`src/rtl/por_reset_sequencer_pkg.sv`:
```
// Shared state encodings and constants for the POR reset sequencer.
// Imported by the sequencer top level.
package por_reset_sequencer_pkg;

    typedef enum logic [2:0] {
        ST_HOLD    = 3'd0,
        ST_FILTER  = 3'd1,
        ST_RELEASE = 3'd2,
        ST_RUN     = 3'd3,
        ST_SWRST   = 3'd4
    } seq_state_e;

    localparam logic [7:0] GLITCH_MAX = 8'd255;

    function automatic logic [7:0] sat_inc(input logic [7:0] v);
        return (v == GLITCH_MAX) ? v : v + 8'd1;
    endfunction

endpackage

```
`src/rtl/por_reset_sequencer_sync_chain.sv`:
```
// Flop chain bringing the asynchronous POR level into the clock domain.
// Cleared synchronously so a block reset forces a full refill.
module por_sync_chain #(
    parameter int unsigned STAGES = 2
) (
    input  logic clock,
    input  logic reset,
    input  logic async_i,
    output logic sync_o
);

    logic [STAGES-1:0] sync_q;

    always_ff @(posedge clock) begin
        if (reset) begin
            sync_q <= '0;
        end else begin
            sync_q <= {sync_q[STAGES-2:0], async_i};
        end
    end

    assign sync_o = sync_q[STAGES-1];

endmodule

```
`src/rtl/por_reset_sequencer.sv`:
```
// Filters the synchronized POR level and releases domain resets in order.
// Also handles warm resets and counts aborted filter windows.
module por_reset_sequencer
    import por_reset_sequencer_pkg::*;
#(
    parameter int unsigned SYNC_STAGES   = 2,
    parameter int unsigned FILTER_CYCLES = 16,
    parameter int unsigned STAGE_DELAY   = 8,
    parameter int unsigned NUM_DOMAINS   = 3
) (
    input  logic                   clock,
    input  logic                   reset,
    input  logic                   porb_l,
    input  logic                   sw_reset_req,
    output logic [NUM_DOMAINS-1:0] rst_out,
    output logic                   por_done,
    output logic [2:0]             seq_state,
    output logic [7:0]             glitch_cnt
);

    logic                   pgood;
    seq_state_e             state_q, state_d;
    logic [7:0]             cnt_q, cnt_d;
    logic [2:0]             dom_q, dom_d;
    logic [NUM_DOMAINS-1:0] rst_q, rst_d;
    logic                   done_q, done_d;
    logic [7:0]             glitch_q, glitch_d;

    por_sync_chain #(
        .STAGES (SYNC_STAGES)
    ) u_sync (
        .clock   (clock),
        .reset   (reset),
        .async_i (porb_l),
        .sync_o  (pgood)
    );

    always_comb begin
        state_d  = state_q;
        cnt_d    = cnt_q;
        dom_d    = dom_q;
        rst_d    = rst_q;
        done_d   = done_q;
        glitch_d = glitch_q;
        if (!pgood && state_q inside {ST_RELEASE, ST_RUN, ST_SWRST}) begin
            // Brown-out: drop everything but do not count it as a glitch
            state_d = ST_HOLD;
            cnt_d   = '0;
            rst_d   = '1;
            done_d  = 1'b0;
        end else if (sw_reset_req && state_q inside {ST_RELEASE, ST_RUN}) begin
            state_d = ST_SWRST;
            cnt_d   = 8'd1;
            rst_d   = '1;
            done_d  = 1'b0;
        end else begin
            unique case (state_q)
                ST_HOLD: begin
                    rst_d  = '1;
                    done_d = 1'b0;
                    if (pgood) begin
                        state_d = ST_FILTER;
                        cnt_d   = 8'd1;
                    end
                end
                ST_FILTER: begin
                    if (!pgood) begin
                        state_d  = ST_HOLD;
                        cnt_d    = '0;
                        glitch_d = sat_inc(glitch_q);
                    end else if (cnt_q == 8'(FILTER_CYCLES)) begin
                        state_d = ST_RELEASE;
                        dom_d   = '0;
                        cnt_d   = 8'd1;
                    end else begin
                        cnt_d = cnt_q + 8'd1;
                    end
                end
                ST_RELEASE: begin
                    if (cnt_q == 8'(STAGE_DELAY)) begin
                        for (int i = 0; i < NUM_DOMAINS; i++) begin
                            if (dom_q == 3'(i)) rst_d[i] = 1'b0;
                        end
                        cnt_d = 8'd1;
                        if (dom_q == 3'(NUM_DOMAINS - 1)) begin
                            state_d = ST_RUN;
                            done_d  = 1'b1;
                        end else begin
                            dom_d = dom_q + 3'd1;
                        end
                    end else begin
                        cnt_d = cnt_q + 8'd1;
                    end
                end
                ST_RUN: begin
                    rst_d  = '0;
                    done_d = 1'b1;
                end
                ST_SWRST: begin
                    rst_d  = '1;
                    done_d = 1'b0;
                    if (cnt_q == 8'(STAGE_DELAY)) begin
                        state_d = ST_RELEASE;
                        dom_d   = '0;
                        cnt_d   = 8'd1;
                    end else begin
                        cnt_d = cnt_q + 8'd1;
                    end
                end
                default: begin
                    state_d = ST_HOLD;
                    cnt_d   = '0;
                    rst_d   = '1;
                    done_d  = 1'b0;
                end
            endcase
        end
    end

    always_ff @(posedge clock) begin
        if (reset) begin
            state_q  <= ST_HOLD;
            cnt_q    <= '0;
            dom_q    <= '0;
            rst_q    <= '1;
            done_q   <= 1'b0;
            glitch_q <= '0;
        end else begin
            state_q  <= state_d;
            cnt_q    <= cnt_d;
            dom_q    <= dom_d;
            rst_q    <= rst_d;
            done_q   <= done_d;
            glitch_q <= glitch_d;
        end
    end

    assign rst_out    = rst_q;
    assign por_done   = done_q;
    assign seq_state  = state_q;
    assign glitch_cnt = glitch_q;

endmodule

```
`config.mk`:
```
export PLATFORM = sky130hd
export DESIGN_NAME = por_reset_sequencer
export DESIGN_NICKNAME = d
export VERILOG_FILES = /design/src/rtl/por_reset_sequencer_pkg.sv /design/src/rtl/por_reset_sequencer_sync_chain.sv /design/src/rtl/por_reset_sequencer.sv
export SDC_FILE = /design/constraint.sdc
export NUM_CORES = 1
export LEC_CHECK = 0
export CELL_PAD_IN_SITES_DETAIL_PLACEMENT = 1
export CELL_PAD_IN_SITES_GLOBAL_PLACEMENT = 2
export CORE_MARGIN = 2
export CORE_UTILIZATION = 33
export DETAILED_ROUTE_END_ITERATION = 10
export PLACE_DENSITY = 0.8
export REMOVE_ABC_BUFFERS = 1
export SETUP_SLACK_MARGIN = 0.15
export SYNTH_ARGS = -nofsm -noshare
export SYNTH_HDL_FRONTEND = slang
export SYNTH_HIERARCHICAL = 1
export SYNTH_SLANG_ARGS = --single-unit
```
`constraint.sdc`:
```
create_clock -name clock -period 2.9 [get_ports clock]
set_input_delay 0.725 -clock clock [delete_from_list [all_inputs] [get_ports clock]]
set_output_delay 0.725 -clock clock [all_outputs]
set_load 0.01 [all_outputs]
```
==> Word-level counts from Yosys, hierarchy flattened <==
Index checks and enable logic that the tools add are counted.
Widths: inputs -> output; s select.
{ "totals": {"word_cells": 93, "regBits": 28, "inputBits": 4, "out_inout_bits": 15} }
{ "classes": {"n_bitwise": 6, "n_addsub": 3, "eq_ne": 25, "n_mux": 28, "reduce_logical": 20} }
{ "op_table": {"columns": ["op", "count"], "rows": [
  ["$mux 3", 13],
  ["$mux 8", 4],
  ["$pmux 8 s4", 1],
  ["$pmux 3 s3", 2],
  ["$add 8x1->8 const B", 2],
  ["$ne 2x1->1 const B", 8],
  ["$pmux 3 s5", 1],
  ["$reduce_and 6->1", 2],
  ["$eq 3x2->1 const B", 3],
  ["$ne 3x1->1 const B", 3],
  ["$reduce_and 3->1", 3],
  ["$eq 8x4->1 const B", 1],
  ["$eq 8x5->1 const B", 1],
  ["$eq 8x8->1 const B", 1],
  ["$reduce_and 8->1", 1],
  ["$eq 3x1->1 const B", 2],
  ["$logic_not 3->1", 2],
  ["$mux 1", 6],
  ["$not 1->1", 6],
  ["$reduce_bool 3->1", 2],
  ["$reduce_and 5->1", 1],
  ["$ne 2x2->1 const B", 2],
  ["$ne 4x4->1 const B", 1],
  ["$reduce_and 2->1", 2],
  ["other kinds (10)", 12]
]} }

==> Depth between registers and ports, before layout <==
Gate-level depths: netlist of run 1.
{ "depth": {"depth_word": 5, "ltp_mapped": 8, "depth_no_buf": 7} }

==> Modules after synthesis <==
The synthesis of run 1 kept the hierarchy.
{ "by_module_without_submodules": {"columns": ["module", "seq_area_each_um2", "area_per_inst_um2", "cells_per_inst", "n_inst"], "rows": [
  ["por_reset_sequencer", 520.5, 1483.9, 180, 1],
  ["por_sync_chain", 40.0, 52.6, 4, 1]
]} }

==> Worst setup path before layout of run 1 <==
OpenSTA, ideal clock, no wires.
{ "synth_timing": {"path_type": "reg2reg", "startpoint": "reg cnt_q[0]", "endpoint": "reg state_q[0], in the netlist seq_state[0]", "setup_ns": 0.070, "stages_incl_launch_ff": 9, "t_required_ns": 2.830, "n_path_buf": 1, "period_less_slack_ns": 2.180, "path_slack_ns": 0.720, "arrival_ns": 2.110, "path_cell_list": "dfxtp_1 inv_1 ha_1 or4b_4 o2111ai_1 or3b_1 clkbuf_2 or3_1 a21oi_1"} }
{ "synth_via": {"elab_chain_cells": 3, "word_cells_on_any_way": 6, "classes_between": "eq/ne (5); reduce/logical (1)"} }
{ "synth_rtl": {"columns": ["item", "line", "text"], "rows": [
  ["from (decl)", "por_reset_sequencer.sv:23", "logic [7:0] cnt_q, cnt_d;"],
  ["from (signal assigned)", "por_reset_sequencer.sv:130", "cnt_q <= cnt_d;"],
  ["$eq 8x5->1 or $eq 8x4->1 (tied branches)", "por_reset_sequencer.sv:71, por_reset_sequencer.sv:80, por_reset_sequencer.sv:102", null],
  ["$ne 3x3->1 (no line) or $ne 2x1->1 (tied branches)", null, null],
  ["$reduce_and 6->1 (no line) (*)", null, null],
  ["to (signal assigned)", "por_reset_sequencer.sv:129", "state_q <= state_d;"],
  ["to (decl)", "por_reset_sequencer.sv:22", "seq_state_e state_q, state_d;"]
]} }
Every way passes the cells marked *; elsewhere a longest branch is shown, timed or not.
A chain may end at the register's enable or synchronous reset.

==> Final worst setup path of run 1 <==
Ends and elaborated chain as after synthesis.

==> flow_summary_export.csv, run 1 <==
group,metric,value,unit
hold_path,hp-start,"u_sync/sync_q[0]$_SDFF_PP0_",
pwr,power_leakage,0.6849,nW
sta,fin_skew,0.01675,ns
routing,vias,1347,
global_routing,grt_antenna_before_repair,0,
worst_setup_path,cp.required,3.11,ns
yosys,synthFlopType,"dfxtp_1",
die,dieArea,0.005218,mm^2
global_routing,grt_usage,15.66,%
worst_setup_path,critPathMaxFanout,7,
finish,n_antenna_cell,0,
sta,fin_crit_sh,81.45,%
place,io_buffers,18,
worst_setup_path,cp-end-kind,"flop",
routing,wl,3796,um
die,core-area,0.004414,mm^2
pwr,p_comb_share,36.0,%
clock_network,numCtsBuffers,3,
sta,setup_tns,0,ns
die,num_io_pins,19,
clock_network,cts_root_buf,"clkbuf_8",
clock_network,cts_max_path_buffers,2,
sta,maxSlewViolCount,0,
worst_setup_path,reg2reg_to,"seq_state[0]$_SDFFE_PP0P_",
routing,vias_per_cell,5.345,
sta,rsz0062_at_grt,"no",
clock_network,cts_setup_buffers,0,
global_routing,first_global_vias,1381,
worst_setup_path,timing.rr.start,"cnt_q[0]$_SDFFE_PP0P_",
die,chipHeight,72.24,um
sta,setup-violations-final,0,
routing,first_pass_iters,4,
clock_network,cts_resized,0,
yosys,yosys_warnings,6,
worst_setup_path,reg2reg_depth,7,
yosys,ys_seq_area_share,36.48,%
clock_network,cts.clk_slew.worst_paths,0.11,ns
finish,fin_area,0.001841,mm^2
die,dieWidth,72.24,um
yosys,yosysUniqueCellTypes,44,
clock_network,ctsHtreeMaxLevel,1,
worst_setup_path,critPathKind,"reg2reg",
finish,n_fill_cell,529,
routing,drt_iter0_markers,70,
routing,drc,0,
finish,layout.cells.most_common,"dfxtp_1",
finish,drive_above_1_share,7.000,%
finish,syn_to_final_growth,19.79,%
yosys,synthesis.instances,184,
finish,final_cell_mix,"dfxtp_1, nor2_1, clkdlybuf4s50_1",
pwr,seqPwrFrac,38.6,%
routing,ant_nets,0,
clock_network,cts_tree,"done",
place,dp_hpwl,2840,um
yosys,synth_seq_cells,28,
global_routing,grt_overflow,0,
finish,final_core_util,41.70,%
worst_setup_path,worstPathArrival,2.57,ns
yosys,synth_edf_count,0,
sta,slew_headroom,59.12,%
sta,fmax,0.4234,GHz
run_status,outcome,"complete, no violations",
clock_network,clk_latency,0.29,ns
hold_path,hp-class,"reg2reg",
yosys,synth_area_per_cell,8.350,um^2
yosys,netlist_area,0.001536,mm^2
sta,hold_violations,0,
pwr,vdd_drop_max,0.2952,mV
place,place.gp.congestion,0.7635,
sta,tightest_slew,0.6133,ns
worst_setup_path,setup.worst_path.start_class,"flop",
hold_path,min_to,"u_sync/sync_q[1]$_SDFF_PP0_",
die,start_util,34.81,%
run,drv_cap,0,
clock_network,cts_sinks,28,
finish,finalNetCount,212,
pwr,power_switching,0.4108,mW
pwr,swShare,33.41,%
global_routing,grt_max_degree,17,
routing,wl_per_cell,15.06,um
yosys,async_flop_share,0,%
pwr,p_per_area,668.0,mW/mm^2
clock_network,hold_buffers,0,
die,core.rowCount,24,
pwr,power_frac_clock,25.4,%
hold_path,holdPathStages,1,
sta,fin_crit,2.362,ns
worst_setup_path,reg2reg_slack,0.54,ns
global_routing,grt_pass1_wl,6582,um
pwr,p_int,0.8187,mW
place,dpl_cell_area,0.001769,mm^2
==> worst max-delay path by stage <==
stage / start / endpoint
floorplan: cnt_q[0]$_SDFFE_PP0P_ / seq_state[0]$_SDFFE_PP0P_
global placement: sw_reset_req / rst_out[2]$_SDFFE_PP1P_
finish: cnt_q[0]$_SDFFE_PP0P_ / seq_state[0]$_SDFFE_PP0P_
CTS: cnt_q[0]$_SDFFE_PP0P_ / seq_state[0]$_SDFFE_PP0P_
global route: cnt_q[0]$_SDFFE_PP0P_ / seq_state[0]$_SDFFE_PP0P_
detailed placement: sw_reset_req / rst_out[2]$_SDFFE_PP1P_
==> cell families (layout without fill, tap and decap cells) <==
group / Yosys count / count (layout) / synth area share [%]
AOI/OAI and AO/OA: 40 / 40 / 16.94
xor gates and xnor gates: 13 / 13 / 7.410
adders and majority gates: 7 / 7 / 5.700
buffers and inverters: 17 / 33 / 4.234
DFF: 28 / 28 / 36.48
muxes: 1 / 1 / 0.6515
and+or+nand+nor: 78 / 78 / 28.58
==> worst max-delay path, cell delays in order (launching register included) <==
cell,delay [ns]
dfxtp_1,0.36
inv_1,0.09
ha_1,0.16
or4b_4,0.47
o2111ai_1,0.19
or3b_1,0.46
or3_1,0.39
a21oi_1,0.15
==> cell type report <==
type,instances,area (um^2),area share [%]
clock buffers,3,41.29,2.243
inverters,8,30.03,1.632
multi-input cells,139,910.9,49.49
clock inverters,1,30.03,1.632
flip-flops and latches,28,560.5,30.46
well taps,52,65.06,3.535
repair buffers,21,202.7,11.01
==> cells in the mapped netlist (6+ instances only) <==
cell,number,area share [%]
xnor2_1,6,3.4
inv_1,8,2.0
o21ai_0,6,2.0
a21oi_1,13,4.2
nand2_1,9,2.2
nor2_1,25,6.1
clkbuf_1,8,2.0
dfxtp_1,28,36
ha_1,7,5.7
xor2_1,7,4.0
==> stage by stage <==
stage               hold slack [ns]  power [mW]  cells  worst slack, ns
floorplan                    0.4138      0.7467    175           0.7553
global placement             0.4224      0.9150    248           0.5664
detailed placement           0.4371      0.9267    248           0.5532
CTS                          0.4601       1.241    252           0.5221
global route                 0.4744       1.310    252           0.4358
finish                       0.4599       1.230    252           0.5379
==> layer usage <==
layer,up-vias,track usage (%),routed length [um]
met5,-,0,0
met4,0,4.403,46
met3,5,2.500,112
met2,24,25.48,1713
met1,640,21.46,1923
li1,678,-,-
==> state kept, by name, summed over array words and instances (netlist names) <==
signal and flops:
por_done 1, seq_state 3, cnt_q 8, rst_out 3
glitch_cnt 8, dom_q 3, u_sync/sync_q 2
==> power groups by stage <==
stage | sequential [mW] | clock, mW | combinational (mW)
after CTS | 0.474 | 0.321 | 0.446
after global routing | 0.481 | 0.340 | 0.488
final | 0.474 | 0.312 | 0.443
after floorplan | 0.503 | 0 | 0.244
after global placement | 0.479 | 0 | 0.436
after detailed placement | 0.483 | 0 | 0.443
Note: power is estimated with default switching activity, not from simulation.
==> run 2, diff against run 1 <==
==> constraint.sdc (replaced) <==
create_clock -name clock -period 2.3 [get_ports clock]
set_input_delay 0.575 -clock clock [delete_from_list [all_inputs] [get_ports clock]]
set_output_delay 0.575 -clock clock [all_outputs]
set_load 0.01 [all_outputs]
==> flow_summary_export.csv, run 2 (synthesized netlist as in run 1, its figures left out) <==
group,metric,value,unit
finish,n_antenna_cell,0,
finish,finalNetCount,225,
routing,vias_per_cell,5.420,
sta,fin_crit,2.172,ns
worst_setup_path,timing.rr.start,"cnt_q[0]$_SDFFE_PP0P_",
sta,maxSlewViolCount,0,
sta,setup_tns,0,ns
hold_path,holdPathStages,1,
place,place.gp.congestion,0.8053,
worst_setup_path,setup.worst_path.start_class,"flop",
pwr,vdd_drop_max,0.3093,mV
worst_setup_path,worstPathArrival,2.38,ns
die,dieWidth,72.24,um
worst_setup_path,reg2reg_slack,0.13,ns
die,start_util,34.81,%
pwr,p_int,1.006,mW
pwr,power_switching,0.5833,mW
sta,hold_ws,0.4514,ns
finish,final_core_util,44.44,%
place,io_buffers,18,
routing,ant_nets,0,
worst_setup_path,cpMaxStageDelayCell,"or4b_4",
finish,multiInputGateArea,955.9,um^2
global_routing,grt_usage,18.01,%
die,core.rowCount,24,
pwr,seqPwrFrac,38.6,%
worst_setup_path,critical_path.max_stage_delay,0.47,ns
global_routing,grt_antenna_before_repair,0,
clock_network,cts_max_path_buffers,2,
worst_setup_path,cp.required,2.51,ns
die,chipHeight,72.24,um
finish,final_cell_mix,"nor2_1, dfxtp_1, clkdlybuf4s50_1",
die,core-area,0.004414,mm^2
sta,setup-violations-final,0,
routing,drt_iter0_markers,84,
clock_network,ctsHtreeMaxLevel,1,
finish,n_fill_cell,512,
routing,drc,0,
worst_setup_path,critical_path.cell_chain,"inv_2 -> ha_4 -> or4b_4 -> o2111ai_2 -> or3b_4 -> or3_4 -> a21oi_4",
pwr,total_power,1.590,mW
sta,slew_headroom,66.82,%
sta,fin_crit_sh,94.43,%
die,num_io_pins,19,
clock_network,cts_tree,"done",
worst_setup_path,critPathKind,"reg2reg",
clock_network,hold_buffers,0,
hold_path,min_to,"u_sync/sync_q[1]$_SDFF_PP0_",
finish,layout.cells.most_common,"nor2_1",
clock_network,clk_latency,0.28,ns
clock_network,cts.clk_slew.worst_paths,0.10,ns
pwr,swShare,36.69,%
routing,vias,1431,
routing,wl,4409,um
die,dieArea,0.005218,mm^2
global_routing,grt_max_degree,16,
hold_path,hp-start,"u_sync/sync_q[0]$_SDFF_PP0_",
worst_setup_path,reg2reg_depth,7,
routing,wl_per_cell,16.70,um
worst_setup_path,critPathMaxFanout,4,
pwr,p_per_area,810.2,mW/mm^2
global_routing,first_global_vias,1535,
sta,fmax,0.4604,GHz
finish,fin_area,0.001962,mm^2
place,dpl_cell_area,0.001844,mm^2
hold_path,hp-class,"reg2reg",
worst_setup_path,cp-end-kind,"flop",
finish,syn_to_final_growth,27.69,%
routing,first_pass_iters,4,
run,drv_cap,0,
finish,drive_above_1_share,18.40,%
clock_network,cts_sinks,28,
global_routing,grt_pass1_wl,7431,um
clock_network,cts_root_buf,"clkbuf_8",
finish,regArea,565.5,um^2
sta,hold_violations,0,
sta,rsz0062_at_grt,"yes",
sta,tightest_slew,0.4970,ns
run_status,outcome,"complete, no violations",
pwr,power_frac_clock,17.2,%
sta,fin_skew,0.003490,ns
pwr,p_comb_share,44.2,%
global_routing,grt_overflow,0,
place,dp_hpwl,3210,um
clock_network,numCtsBuffers,3,
pwr,power_leakage,0.7408,nW
worst_setup_path,reg2reg_to,"seq_state[0]$_SDFFE_PP0P_",
## run 2: cell types whose count changed in the layout (fill, tap and decap cells not counted), sizes merged
cell,before,now
bufinv,1,0
buf,3,16
## run 2: repair_timing
item | 4_1_cts | 5_1_grt
gates resized for setup | 9 | 8
setup endpoints to repair | 7 | 11
setup buffers | 2 | 1
pin swaps | 3 | 2
## run 2: metrics by stage
| stage | worst slack, ns | std cells |
|---|---|---|
| floorplan | 0.1553 | 175 |
| global placement | 0.1300 | 258 |
| detailed placement | 0.01632 | 258 |
| CTS | 0.1557 | 263 |
| global route | 0.07706 | 264 |
| finish | 0.1281 | 264 |
## run 2: cell type report
class	instances	share of cell area [%]
clock buffers	3	2.105
repair buffers	34	15.50
flip-flops and latches	28	28.83
inverters	8	1.531
multi-input cells	139	48.72
well taps	52	3.316
## run 2: critical path: cells and delay by family, from the launching register on
family          cells  cell delay [ns]
buf+inv             1             0.07
compound gates      2             0.31
flops               1             0.34
simple gates        3             1.26
fa+ha+maj           1             0.13
## run 2: layer usage
metal	global-route usage, %	part of all wire [%]	vias to the layer above
li1	-	-	700
met1	22.81	47	702
met2	31.91	50	23
met3	2.639	2.0	6
met4	4.612	1.3	0
met5	0	0	-
## run 2: worst max-delay path by stage
stage,from,to,cells after the start
2_1_floorplan,cnt_q[0]$_SDFFE_PP0P_,seq_state[0]$_SDFFE_PP0P_,7
5_1_grt,cnt_q[0]$_SDFFE_PP0P_,seq_state[0]$_SDFFE_PP0P_,7
3_3_place_gp,cnt_q[0]$_SDFFE_PP0P_,seq_state[0]$_SDFFE_PP0P_,7
3_5_place_dp,cnt_q[1]$_SDFFE_PP0P_,seq_state[0]$_SDFFE_PP0P_,7
6_report,cnt_q[0]$_SDFFE_PP0P_,seq_state[0]$_SDFFE_PP0P_,7
4_1_cts,cnt_q[0]$_SDFFE_PP0P_,cnt_q[4]$_SDFFE_PP0P_,8
## run 2: power groups by stage
stage | Sequential (mW) | Combinational [mW] | Clock (mW)
floorplan | 0.634 | 0.307 | 0
global placement | 0.612 | 0.595 | 0
detailed placement | 0.618 | 0.617 | 0
CTS | 0.610 | 0.659 | 0.281
global route | 0.624 | 0.775 | 0.306
finish | 0.614 | 0.703 | 0.273
